### config.mk
export PLATFORM = sky130hd
export DESIGN_NAME = memory_access
export DESIGN_NICKNAME = d
export VERILOG_FILES = /design/src/rtl/memory_access.sv
export SDC_FILE = /design/constraint.sdc
export NUM_CORES = 1
export LEC_CHECK = 0
export BUFFER_PORTS_ARGS = -buffer_cell sky130_fd_sc_hd__buf_2
export CORE_MARGIN = 10
export CORE_UTILIZATION = 30
export DETAILED_ROUTE_END_ITERATION = 8
export GPL_TIMING_DRIVEN = 0
export SLEW_MARGIN = 20
export SYNTH_ARGS = -nofsm -noshare
export SYNTH_HDL_FRONTEND = slang
export SYNTH_SLANG_ARGS = --single-unit
### constraint.sdc
create_clock -name Clk -period 4.3 [get_ports Clk]
set_input_delay 1.29 -clock Clk [delete_from_list [all_inputs] [get_ports Clk]]
set_output_delay 1.29 -clock Clk [all_outputs]
set_load 0.01 [all_outputs]
### src/rtl/memory_access.sv
// memory_access: MEM pipeline stage. It issues data-memory loads and stores and returns a write-back bundle; optional feature macro: MEM_ALIGN_CHECK_EN.
// Latency: a non-memory op (or a rejected misaligned access) writes back 1 cycle after acceptance; a memory op writes back 2 cycles after dmem_ack is sampled.
// Backpressure: ex_ready is high only in IDLE, so one operation is in flight at a time. A request that is never acked is abandoned after TIMEOUT ACCESS cycles.
module memory_access #(
    parameter int unsigned TIMEOUT = 15
) (
    input  logic        Clk,
    input  logic        Reset_n,
    input  logic        ex_valid,
    output logic        ex_ready,
    input  logic [31:0] ALUResult,
    input  logic [31:0] WriteData,
    input  logic [4:0]  rDestSelected,
    input  logic        MemRead,
    input  logic        MemWrite,
    input  logic        MemSigned,
    input  logic        RegWrite,
    input  logic [1:0]  MemSize,
    output logic        dmem_req,
    output logic        dmem_we,
    output logic [31:0] dmem_addr,
    output logic [31:0] dmem_wdata,
    output logic [3:0]  dmem_be,
    input  logic        dmem_ack,
    input  logic [31:0] dmem_rdata,
    output logic        wb_valid,
    output logic        wb_RegWrite,
    output logic [4:0]  wb_rDest,
    output logic [31:0] wb_Data,
    output logic        bus_err,
    output logic        misalign
);

    typedef enum logic [1:0] {
        S_IDLE   = 2'd0,
        S_ACCESS = 2'd1,
        S_RESP   = 2'd2
    } state_e;

    localparam logic [1:0] SZ_BYTE = 2'd0;
    localparam logic [1:0] SZ_HALF = 2'd1;
    localparam logic [1:0] SZ_WORD = 2'd2;
    localparam logic [7:0] TO_LIMIT = 8'(TIMEOUT);

    state_e      state_q, state_d;

    // Operation captured on acceptance
    logic [31:0] alu_q;
    logic [31:0] wdata_q;
    logic [3:0]  be_q;
    logic        we_q;
    logic [1:0]  size_q;
    logic [1:0]  lane_q;
    logic        signed_q;
    logic        regwrite_q;
    logic [4:0]  rdest_q;

    // Access bookkeeping
    logic [7:0]  cnt_q;
    logic        err_q;
    logic [31:0] rdata_q;

    // Registered output pulses and write-back bundle
    logic        wb_valid_q, wb_valid_d;
    logic        wb_regwrite_q, wb_regwrite_d;
    logic [4:0]  wb_rdest_q, wb_rdest_d;
    logic [31:0] wb_data_q, wb_data_d;
    logic        bus_err_q, bus_err_d;

    // Decoded view of the incoming Execute result
    logic        accept;
    logic        is_mem_in;
    logic        mis_in;
    logic        start_mem;
    logic [1:0]  size_in;
    logic [3:0]  be_in;
    logic [31:0] wdata_in;
    logic        timeout_hit;

    // Load extraction from the captured read data
    logic [7:0]  load_byte;
    logic [15:0] load_half;
    logic [31:0] load_val;

    assign accept      = ex_valid & ex_ready;
    assign is_mem_in   = MemRead | MemWrite;
    assign start_mem   = accept & is_mem_in & ~mis_in;
    // The comparison is made on the incremented count, so the abort happens on the edge where the counter would reach TIMEOUT.
    assign timeout_hit = ((cnt_q + 8'd1) == TO_LIMIT);

`ifdef MEM_ALIGN_CHECK_EN
    logic misalign_q;

    // Half accesses must be 2-byte aligned and word accesses 4-byte aligned.
    assign mis_in = is_mem_in &
                    (((size_in == SZ_HALF) & ALUResult[0]) |
                     ((size_in == SZ_WORD) & (ALUResult[1:0] != 2'b00)));

    // Single-cycle misalign pulse raised when a misaligned access is accepted
    always_ff @(posedge Clk or negedge Reset_n) begin
        if (!Reset_n) begin
            misalign_q <= 1'b0;
        end else begin
            misalign_q <= accept & mis_in;
        end
    end

    assign misalign = misalign_q;
`else
    // Without the check, half accesses ignore addr[0] and word accesses ignore addr[1:0].
    assign mis_in   = 1'b0;
    assign misalign = 1'b0;
`endif

    // Size normalisation and store lane steering (little-endian) for the incoming op
    always_comb begin
        size_in  = (MemSize == 2'b11) ? SZ_WORD : MemSize;
        be_in    = 4'b1111;
        wdata_in = WriteData;
        if (MemWrite) begin
            case (size_in)
                SZ_BYTE: begin
                    be_in    = 4'b0001 << ALUResult[1:0];
                    wdata_in = {4{WriteData[7:0]}};
                end
                SZ_HALF: begin
                    be_in    = ALUResult[1] ? 4'b1100 : 4'b0011;
                    wdata_in = {2{WriteData[15:0]}};
                end
                default: begin
                    be_in    = 4'b1111;
                    wdata_in = WriteData;
                end
            endcase
        end
    end

    // State register
    always_ff @(posedge Clk or negedge Reset_n) begin
        if (!Reset_n) begin
            state_q <= S_IDLE;
        end else begin
            state_q <= state_d;
        end
    end

    // Next-state logic: an ack outranks a timeout that falls on the same edge
    always_comb begin
        state_d = state_q;
        case (state_q)
            S_IDLE: begin
                if (start_mem) begin
                    state_d = S_ACCESS;
                end
            end
            S_ACCESS: begin
                if (dmem_ack || timeout_hit) begin
                    state_d = S_RESP;
                end
            end
            S_RESP: begin
                state_d = S_IDLE;
            end
            default: begin
                state_d = S_IDLE;
            end
        endcase
    end

    // State-decoded handshake outputs
    always_comb begin
        ex_ready = (state_q == S_IDLE);
        dmem_req = (state_q == S_ACCESS);
        dmem_we  = (state_q == S_ACCESS) & we_q;
    end

    // Capture every input on acceptance so the memory interface stays stable through ACCESS
    always_ff @(posedge Clk or negedge Reset_n) begin
        if (!Reset_n) begin
            alu_q      <= '0;
            wdata_q    <= '0;
            be_q       <= '0;
            we_q       <= 1'b0;
            size_q     <= SZ_BYTE;
            lane_q     <= '0;
            signed_q   <= 1'b0;
            regwrite_q <= 1'b0;
            rdest_q    <= '0;
        end else if (accept) begin
            alu_q      <= ALUResult;
            wdata_q    <= wdata_in;
            be_q       <= be_in;
            we_q       <= MemWrite;
            size_q     <= size_in;
            lane_q     <= ALUResult[1:0];
            signed_q   <= MemSigned;
            regwrite_q <= RegWrite;
            rdest_q    <= rDestSelected;
        end
    end

    // Timeout counter, error flag and load-data capture
    always_ff @(posedge Clk or negedge Reset_n) begin
        if (!Reset_n) begin
            cnt_q   <= '0;
            err_q   <= 1'b0;
            rdata_q <= '0;
        end else begin
            if (start_mem) begin
                cnt_q <= '0;
                err_q <= 1'b0;
            end else if (state_q == S_ACCESS) begin
                if (dmem_ack) begin
                    rdata_q <= dmem_rdata;
                end else begin
                    cnt_q <= cnt_q + 8'd1;
                    if (timeout_hit) begin
                        err_q <= 1'b1;
                    end
                end
            end
        end
    end

    // Lane select plus sign/zero extension of the captured load data
    always_comb begin
        case (lane_q)
            2'd0:    load_byte = rdata_q[7:0];
            2'd1:    load_byte = rdata_q[15:8];
            2'd2:    load_byte = rdata_q[23:16];
            default: load_byte = rdata_q[31:24];
        endcase
        load_half = lane_q[1] ? rdata_q[31:16] : rdata_q[15:0];
        case (size_q)
            SZ_BYTE: load_val = {{24{signed_q & load_byte[7]}}, load_byte};
            SZ_HALF: load_val = {{16{signed_q & load_half[15]}}, load_half};
            default: load_val = rdata_q;
        endcase
    end

    // Write-back and error pulse next-state: immediate ops in IDLE, memory ops from RESP
    always_comb begin
        wb_valid_d    = 1'b0;
        wb_regwrite_d = 1'b0;
        wb_rdest_d    = wb_rdest_q;
        wb_data_d     = wb_data_q;
        bus_err_d     = 1'b0;
        case (state_q)
            S_IDLE: begin
                if (accept && (!is_mem_in || mis_in)) begin
                    wb_valid_d    = 1'b1;
                    wb_rdest_d    = rDestSelected;
                    wb_data_d     = ALUResult;
                    wb_regwrite_d = RegWrite & ~is_mem_in & (rDestSelected != 5'd0);
                end
            end
            S_ACCESS: begin
                bus_err_d = ~dmem_ack & timeout_hit;
            end
            S_RESP: begin
                wb_valid_d    = 1'b1;
                wb_rdest_d    = rdest_q;
                wb_data_d     = (we_q | err_q) ? alu_q : load_val;
                wb_regwrite_d = regwrite_q & ~we_q & ~err_q & (rdest_q != 5'd0);
            end
            default: begin
                wb_valid_d = 1'b0;
            end
        endcase
    end

    // Write-back and error output registers
    always_ff @(posedge Clk or negedge Reset_n) begin
        if (!Reset_n) begin
            wb_valid_q    <= 1'b0;
            wb_regwrite_q <= 1'b0;
            wb_rdest_q    <= '0;
            wb_data_q     <= '0;
            bus_err_q     <= 1'b0;
        end else begin
            wb_valid_q    <= wb_valid_d;
            wb_regwrite_q <= wb_regwrite_d;
            wb_rdest_q    <= wb_rdest_d;
            wb_data_q     <= wb_data_d;
            bus_err_q     <= bus_err_d;
        end
    end

    assign dmem_addr   = {alu_q[31:2], 2'b00};
    assign dmem_wdata  = wdata_q;
    assign dmem_be     = be_q;
    assign wb_valid    = wb_valid_q;
    assign wb_RegWrite = wb_regwrite_q;
    assign wb_rDest    = wb_rdest_q;
    assign wb_Data     = wb_data_q;
    assign bus_err     = bus_err_q;

endmodule

# Word level (Yosys, flattened, before mapping)

Index checks and enable logic that the tools add are counted.

Logic and storage cells: 96
Register bits after elaboration: 163
Input port bits: 111

Multiplexer cells: 29
Bitwise logic cells: 18
Eq/ne operators: 12
Reduce and logical (&&, ||, !) cells: 17
$add $sub $neg: 1
Shift-type cells: 1

Operator list:

| operator              | count |
|---|---|
| $pmux W32 S2          | 3 |
| $mux W32              | 3 |
| $mux W8               | 3 |
| $pmux W8 S3           | 1 |
| $mux W16              | 1 |
| $and A1 B1 Y1         | 11 |
| $pmux W5 S2           | 1 |
| $reduce_bool A5 Y1    | 2 |
| $add A8 B1 Y8 const B | 1 |
| $eq A2 B1 Y1 const B  | 4 |
| $eq A8 B4 Y1 const B  | 1 |
| $logic_not A2 Y1      | 4 |
| $mux W4               | 2 |
| $ne A2 B1 Y1 const B  | 4 |
| $pmux W4 S2           | 1 |
| $mux W1               | 7 |
| $eq A2 B2 Y1 const B  | 3 |
| $mux W2               | 3 |
| $reduce_and A2 Y1     | 3 |
| $reduce_and A3 Y1     | 2 |
| $reduce_bool A2 Y1    | 3 |
| $mux W5               | 1 |
| $not A1 Y1            | 5 |
| $pmux W1 S2           | 2 |
| 6 further kinds       | 7 |

# Logic depth before layout (Yosys ltp)

Gate-level depths: netlist (run 1).

Depth in word-level cells: 6
Gate-level depth with buffers: 7
Gate-level depth less buffers: 6

# Least setup slack after synthesis (run 1)

No wires, ideal clock.

Kind: input -> register
From: input MemRead
To: register wb_data_q[21], in the netlist wb_Data[21]
Setup time: 0.132 ns
Stages: 6
Path slack: 1.653 ns
Path buffers: 2
Arrival time: 2.515 ns
Cell sequence: or2_2 > buf_2 > clkbuf_1 > or3_1 > a22oi_2 > a211oi_2

Cells in the longest elaborated chain, start to end: 5

RTL lines:

| element                            | line | text |
|---|---|---|
| start, declared                    | 14   | `input logic MemRead,` |
| $or A1 B1 Y1                       | 86   | `assign is_mem_in = MemRead \| MemWrite;` |
| $logic_not A1 Y1                   | 250  | `if (accept && (!is_mem_in \|\| mis_in)) begin` |
| $logic_and A1 B1 Y1                | 250  |  |
| $ne A2 B1 Y1 (no source line)      | n/a  |  |
| $reduce_and A2 Y1 (no source line) | n/a  |  |
| end signal, assigned               | 284  | `wb_data_q <= wb_data_d;` |
| end, declared                      | 67   | `logic [31:0] wb_data_q, wb_data_d;` |

Every way passes these cells.
A chain may end at the register's enable or synchronous reset.

# Worst setup path in the final report (run 1)

From: register state_q[0]
To: output dmem_we

Cells in the longest elaborated chain, start to end: 2

RTL lines:

| element                | line | text |
|---|---|---|
| start, declared        | 45   | `state_e state_q, state_d;` |
| start signal, assigned | 143  | `state_q <= state_d;` |
| $eq A2 B1 Y1           | 174  | `dmem_we = (state_q == S_ACCESS) & we_q;` |
| $and A1 B1 Y1          | 174  |  |
| end, declared          | 20   | `output logic dmem_we,` |

Every way passes these cells.

==> impl_metrics.env, run 1 <==
export IMPL_outcome="finished clean"
export IMPL_numCtsBuffers=17
export IMPL_rows=60
export IMPL_drt_wl_total_microns=29500
export IMPL_synth_top_cell_area_share_pct=49.8
export IMPL_synth_seq_cells=161
export IMPL_maxCapViolCount=0
export IMPL_ctsResizeCount=0
export IMPL_cp_max_fo=9
export IMPL_maxSlewViolCount=0
export IMPL_synth_area_sq_um=8090
export IMPL_gp_congestion=0.871
export IMPL_cts_hold_buf=0
export IMPL_gr_total_overflow=0
export IMPL_io_buffers=219
export IMPL_clock_latency_ns=0.43
export IMPL_cts_clk_slew_worst_paths_ns=0.07
export IMPL_insertedDiodeCount=0
export IMPL_vias=7170
export IMPL_synth_compound_area_share_pct=15.9
export IMPL_synth_cell_types=61
export IMPL_period_minus_slack_ns=2.79
export IMPL_start_kind="flip-flop"
export IMPL_synth_async_reset_ratio_pct=100
export IMPL_wl_per_cell_microns=20.6
export IMPL_drive_above_1_share_pct=32.0
export IMPL_relSlewSlack_pct=48.0
export IMPL_netlist_instances=840
export IMPL_muxShareOfSynthArea_pct=8.95
export IMPL_yosysSeqAreaShare_pct=49.8
export IMPL_synth_simple_area_share_pct=17.8
export IMPL_die_area_sq_um=33900
export IMPL_nets=1194
export IMPL_grt_max_degree=96
export IMPL_initial_core_util_pct=30.3
export IMPL_min_period_over_period_pct=64.9
export IMPL_skew_ns=0.0123
export IMPL_die_h_microns=184
export IMPL_vias_per_cell=5.00
export IMPL_setup_viol=0
export IMPL_grt_antenna_before_repair=1
export IMPL_clockBufferDepth=2
export IMPL_hold_violations=0
export IMPL_htreeDepth=4
export IMPL_ir_drop_uv=259
export IMPL_final_cell_mix="227 x buf_2, 195 x nand2_1, 161 x dfrtp_1, 52 x o21ai_0, 40 x clkbuf_1"
export IMPL_rsz0062_at_grt="no"
export IMPL_reg2reg_depth=5
export IMPL_cp_end_kind="output port"
export IMPL_post_cts_buffers=0
export IMPL_synthXorXnorAreaFrac_pct=0.325
export IMPL_drcViolationCount=0
export IMPL_cp_arrival_ns=1.50
export IMPL_core_sq_um=26700
export IMPL_grt_pass1_vias=7286
export IMPL_worstSetupPathType="flip-flop to output port"
export IMPL_p_per_area_nw_per_um2=624
export IMPL_hold_path_class="flip-flop to flip-flop"
export IMPL_max_freq_mhz=358
export IMPL_die_w_microns=184
export IMPL_layout_commonest_cell="buf_2"
export IMPL_drt_initial_drc_count=627
export IMPL_cts_sinks=161
export IMPL_boundaryPins=223
export IMPL_leakage_uw=0.00503
export IMPL_yosys_warnings=0
export IMPL_power_uw=6380
export IMPL_grt_pass1_wl_microns=44500
export IMPL_netlist_top_cells_area="dfrtp_1 50%, nand2_1 9.0%, mux2_2 4.9%, mux2i_1 4.1%, buf_4 3.2%"
export IMPL_syn_area_per_cell_sq_um=9.64
export IMPL_drtPass1Iterations=5
export IMPL_cts_root_buffer="clkbuf_16"
export IMPL_synth_top_family_by_area="simple AND/OR/NAND/NOR gates"
export IMPL_postRouteAntennaNets=0
export IMPL_synth_edff_count=0
export IMPL_ys_flop_type="dfrtp_1"
export IMPL_syn_to_final_growth_pct=26.3
export IMPL_cts_tree="yes"
export IMPL_worstMarginPinSlew_ns=0.780
export IMPL_synth_fa_ha_area_share_pct=0.309
export IMPL_grt_use_total_pct=17.2
export IMPL_hpwl_microns=22300
export IMPL_fin_hold_ws_ns=0.471
export IMPL_post_synth_top_area_cell="dfrtp_1"
export IMPL_min_path_cells=2
export IMPL_required_ns=3.01
-- final cells by class --
class / instances / area (sq um)
well taps: 341 / 427
clock inverters: 8 / 80.1
flip-flops and latches: 161 / 4030
fillers: 2762 / 16500
inverters: 8 / 30.0
clock buffers: 24 / 482
repair buffers: 220 / 1130
multi-input cells: 579 / 3510
plain buffers: 94 / 533
-- flip-flops by register name (all words and copies together) (netlist names) --
signal and flops:
rdata_q 32, alu_q 32, state_q 2, size_q 2
wb_rDest 5, wb_valid 1, cnt_q 8, dmem_wdata 32
we_q 1, signed_q 1, rdest_q 5, err_q 1
regwrite_q 1, bus_err 1, wb_RegWrite 1, wb_Data 32
dmem_be 4
-- logic make-up (layout without fill, tap and decap cells) --
kind of cell	Yosys count	count (layout)
fa+ha+maj	2	2
flops	161	161
other cells	1	3
xor+xnor	3	3
buf+inv	102	354
mux	68	68
compound gates	187	187
simple gates	316	316
-- routing by layer --
metal | up-vias | track usage (%) | part of all wire, %
met2 | 279 | 27.1 | 47
met3 | 15 | 4.47 | 7.3
met5 | - | 0 | 0
met4 | 0 | 4.23 | 1.0
li1 | 3399 | - | -
met1 | 3477 | 22.8 | 45
-- stage by stage --
| step | setup TNS [ns] | cell area (sq um) | util [%] | std cells | setup WS [ns] |
|---|---|---|---|---|---|
| floorplan | 0 | 8100 | - | 842 | 1.65 |
| global placement | -117.04 | 9620 | 36.0 | 1402 | -0.742 |
| detailed placement | 0 | 9660 | 36.2 | 1403 | 1.08 |
| CTS | 0 | 10200 | 38.3 | 1435 | 1.51 |
| global route | 0 | 10200 | 38.3 | 1435 | 1.36 |
| finish | 0 | 10200 | 38.3 | 1435 | 1.51 |
-- Yosys cell counts, types with 2 or more instances --
library cell and instances:
a211oi_1 23, a211oi_2 5, a21o_1 5, a21oi_1 23
a22o_1 3, a22oi_1 21, a22oi_2 5, a311oi_1 4
a31oi_1 3, a32oi_1 4, and2_1 5, and3_1 4
buf_1 9, buf_2 9, buf_4 35, buf_6 5
clkbuf_1 36, dfrtp_1 161, ha_1 2, inv_1 8
mux2_2 35, mux2i_1 33, nand2_1 195, nand2b_1 4
nand4_1 5, nor2_1 39, nor2b_1 11, nor3_1 6
nor3b_1 3, o21ai_0 52, o22ai_1 4, o31ai_1 24
or2_2 2, or3_1 23, or3b_2 2, or4_1 6
xor2_1 2
-- where the power goes --
group	switching, uW	internal [uW]
Sequential	471	2080
Clock	644	845
Combinational	1300	1040
Total	2410	3970
-- worst max-delay path, cell delays in order, from the launching register on --
cell	delay [ns]
dfrtp_1	0.47
nor2b_1	0.31
and2_1	0.17
buf_2	0.13
-- final timing paths --
kind                                from             to  slack (ns)
min in group asynchronous        Reset_n    wb_Data[25]        0.81
hold reg to reg            dmem_wdata[7]  dmem_wdata[7]        0.47
max in group asynchronous        Reset_n    rdata_q[13]        2.60
setup / recovery              state_q[0]        dmem_we        1.51
setup reg to reg              state_q[0]      alu_q[23]        2.03
hold / removal             dmem_wdata[7]  dmem_wdata[7]        0.47
Note: power is estimated with default switching activity, not from simulation.
==> run 2: changes to the inputs <==
==> constraint.sdc (replaced) <==
create_clock -name Clk -period 2.29 [get_ports Clk]
set_input_delay 0.687 -clock Clk [delete_from_list [all_inputs] [get_ports Clk]]
set_output_delay 0.687 -clock Clk [all_outputs]
set_load 0.01 [all_outputs]
==> impl_metrics.env, run 2 (synthesized netlist as in run 1, its figures left out) <==
export IMPL_period_minus_slack_ns=2.14
export IMPL_grt_max_degree=96
export IMPL_power_uw=12000
export IMPL_gp_congestion=0.871
export IMPL_final_cell_mix="228 x buf_2, 195 x nand2_1, 161 x dfrtp_1, 52 x o21ai_0, 39 x nor2_1"
export IMPL_grt_antenna_before_repair=1
export IMPL_min_period_over_period_pct=93.5
export IMPL_clock_latency_ns=0.43
export IMPL_clockBufferDepth=2
export IMPL_relSlewSlack_pct=54.5
export IMPL_drtPass1Iterations=5
export IMPL_syn_to_final_growth_pct=26.5
export IMPL_htreeDepth=4
export IMPL_numCtsBuffers=17
export IMPL_cts_sinks=161
export IMPL_grt_pass1_wl_microns=44500
export IMPL_nets=1193
export IMPL_rows=60
export IMPL_layout_commonest_cell="buf_2"
export IMPL_cts_hold_buf=0
export IMPL_wl_per_cell_microns=20.5
export IMPL_maxCapViolCount=0
export IMPL_io_buffers=219
export IMPL_worstSetupPathType="flip-flop to output port"
export IMPL_hpwl_microns=22300
export IMPL_cp_max_fo=9
export IMPL_placedCellCount=1403
export IMPL_grt_use_total_pct=17.2
export IMPL_drcViolationCount=0
export IMPL_instances_no_fill=1435
export IMPL_skew_ns=0.0113
export IMPL_die_h_microns=184
export IMPL_core_sq_um=26700
export IMPL_die_w_microns=184
export IMPL_cts_root_buffer="clkbuf_16"
export IMPL_worstMarginPinSlew_ns=0.679
export IMPL_vias_per_cell=5.01
export IMPL_outcome="finished clean"
export IMPL_hold_path_class="input pin to async pin"
export IMPL_timing_final_ws_setup_ns=0.150
export IMPL_post_cts_buffers=0
export IMPL_p_per_area_nw_per_um2=1170
export IMPL_pre_cts_ws_ns=-0.326
export IMPL_drt_initial_drc_count=587
export IMPL_initial_core_util_pct=30.3
export IMPL_boundaryPins=223
export IMPL_cp_arrival_ns=1.45
export IMPL_drive_above_1_share_pct=32.7
export IMPL_required_ns=1.60
export IMPL_ir_drop_uv=489
export IMPL_max_freq_mhz=467
export IMPL_postRouteAntennaNets=0
export IMPL_start_kind="flip-flop"
export IMPL_cts_tree="yes"
export IMPL_vias=7183
export IMPL_reg2reg_depth=6
export IMPL_cts_clk_slew_worst_paths_ns=0.07
export IMPL_maxSlewViolCount=0
export IMPL_gr_total_overflow=0
export IMPL_utilization_pct=38.3
export IMPL_leakage_uw=0.00504
export IMPL_rsz0062_at_grt="no"
export IMPL_die_area_sq_um=33900
export IMPL_nFillCells=2755
export IMPL_drt_wl_total_microns=29400
export IMPL_cp_end_kind="output port"
export IMPL_setup_viol=0
export IMPL_hold_violations=0
export IMPL_grt_pass1_vias=7286
## run 2: power breakdown
group,switching [uW],internal (uW)
combinational,2430,1960
sequential,884,3910
clock,1220,1590
## run 2: metal layers
metal	global-route usage, %	part of all wire, %	wire [microns]	vias to the layer above
li1	-	-	-	3404
met1	22.8	46	13500	3519
met3	4.47	6.4	1880	21
met4	4.23	1.1	316	0
met2	27.1	47	13700	239
met5	0	0	0	-
## run 2: through the flow
stage / setup TNS (ns) / hold slack [ns] / instance area, sq um
floorplan: 0 / 0.391 / 8100
global placement: -363.90 / 0.455 / 9620
detailed placement: -20.18 / 0.457 / 9660
CTS: 0 / 0.234 / 10200
global route: 0 / 0.235 / 10200
finish: 0 / 0.200 / 10200
## run 2: final timing paths
kind	to	slack [ns]	startpoint
max in group asynchronous	alu_q[9]	1.20	Reset_n
max	dmem_we	0.15	state_q[0]
min in group Clk	alu_q[10]	0.47	ALUResult[10]
max reg2reg	wb_Data[26]	0.18	we_q
min	wb_Data[25]	0.20	Reset_n
min reg2reg	dmem_wdata[7]	0.47	dmem_wdata[7]
## run 2: final cells by class
| cell class | instances | area, sq um | share of cell area, % |
|---|---|---|---|
| Inverter | 8 | 30.0 | 0.293 |
| Antenna cell | 1 | 2.50 | 0.0244 |
| Clock inverter | 8 | 80.1 | 0.782 |
| Sequential cell | 161 | 4030 | 39.4 |
| Multi-Input combinational cell | 579 | 3520 | 34.4 |
| Clock buffer | 24 | 482 | 4.71 |
| Timing Repair Buffer | 220 | 1130 | 11.1 |
| Buffer | 93 | 536 | 5.23 |
| Tap cell | 341 | 427 | 4.17 |
## run 2: worst max-delay path, cell delays in order (launching register included)
cell and delay [ns]:
dfrtp_1 0.49, nor2b_2 0.27, and2_1 0.14, buf_2 0.13
## run 2: what timing repair did
item	4_1_cts	5_1_grt
gates resized for setup	1	9
pin swaps	0	0
setup endpoints to repair	10	47
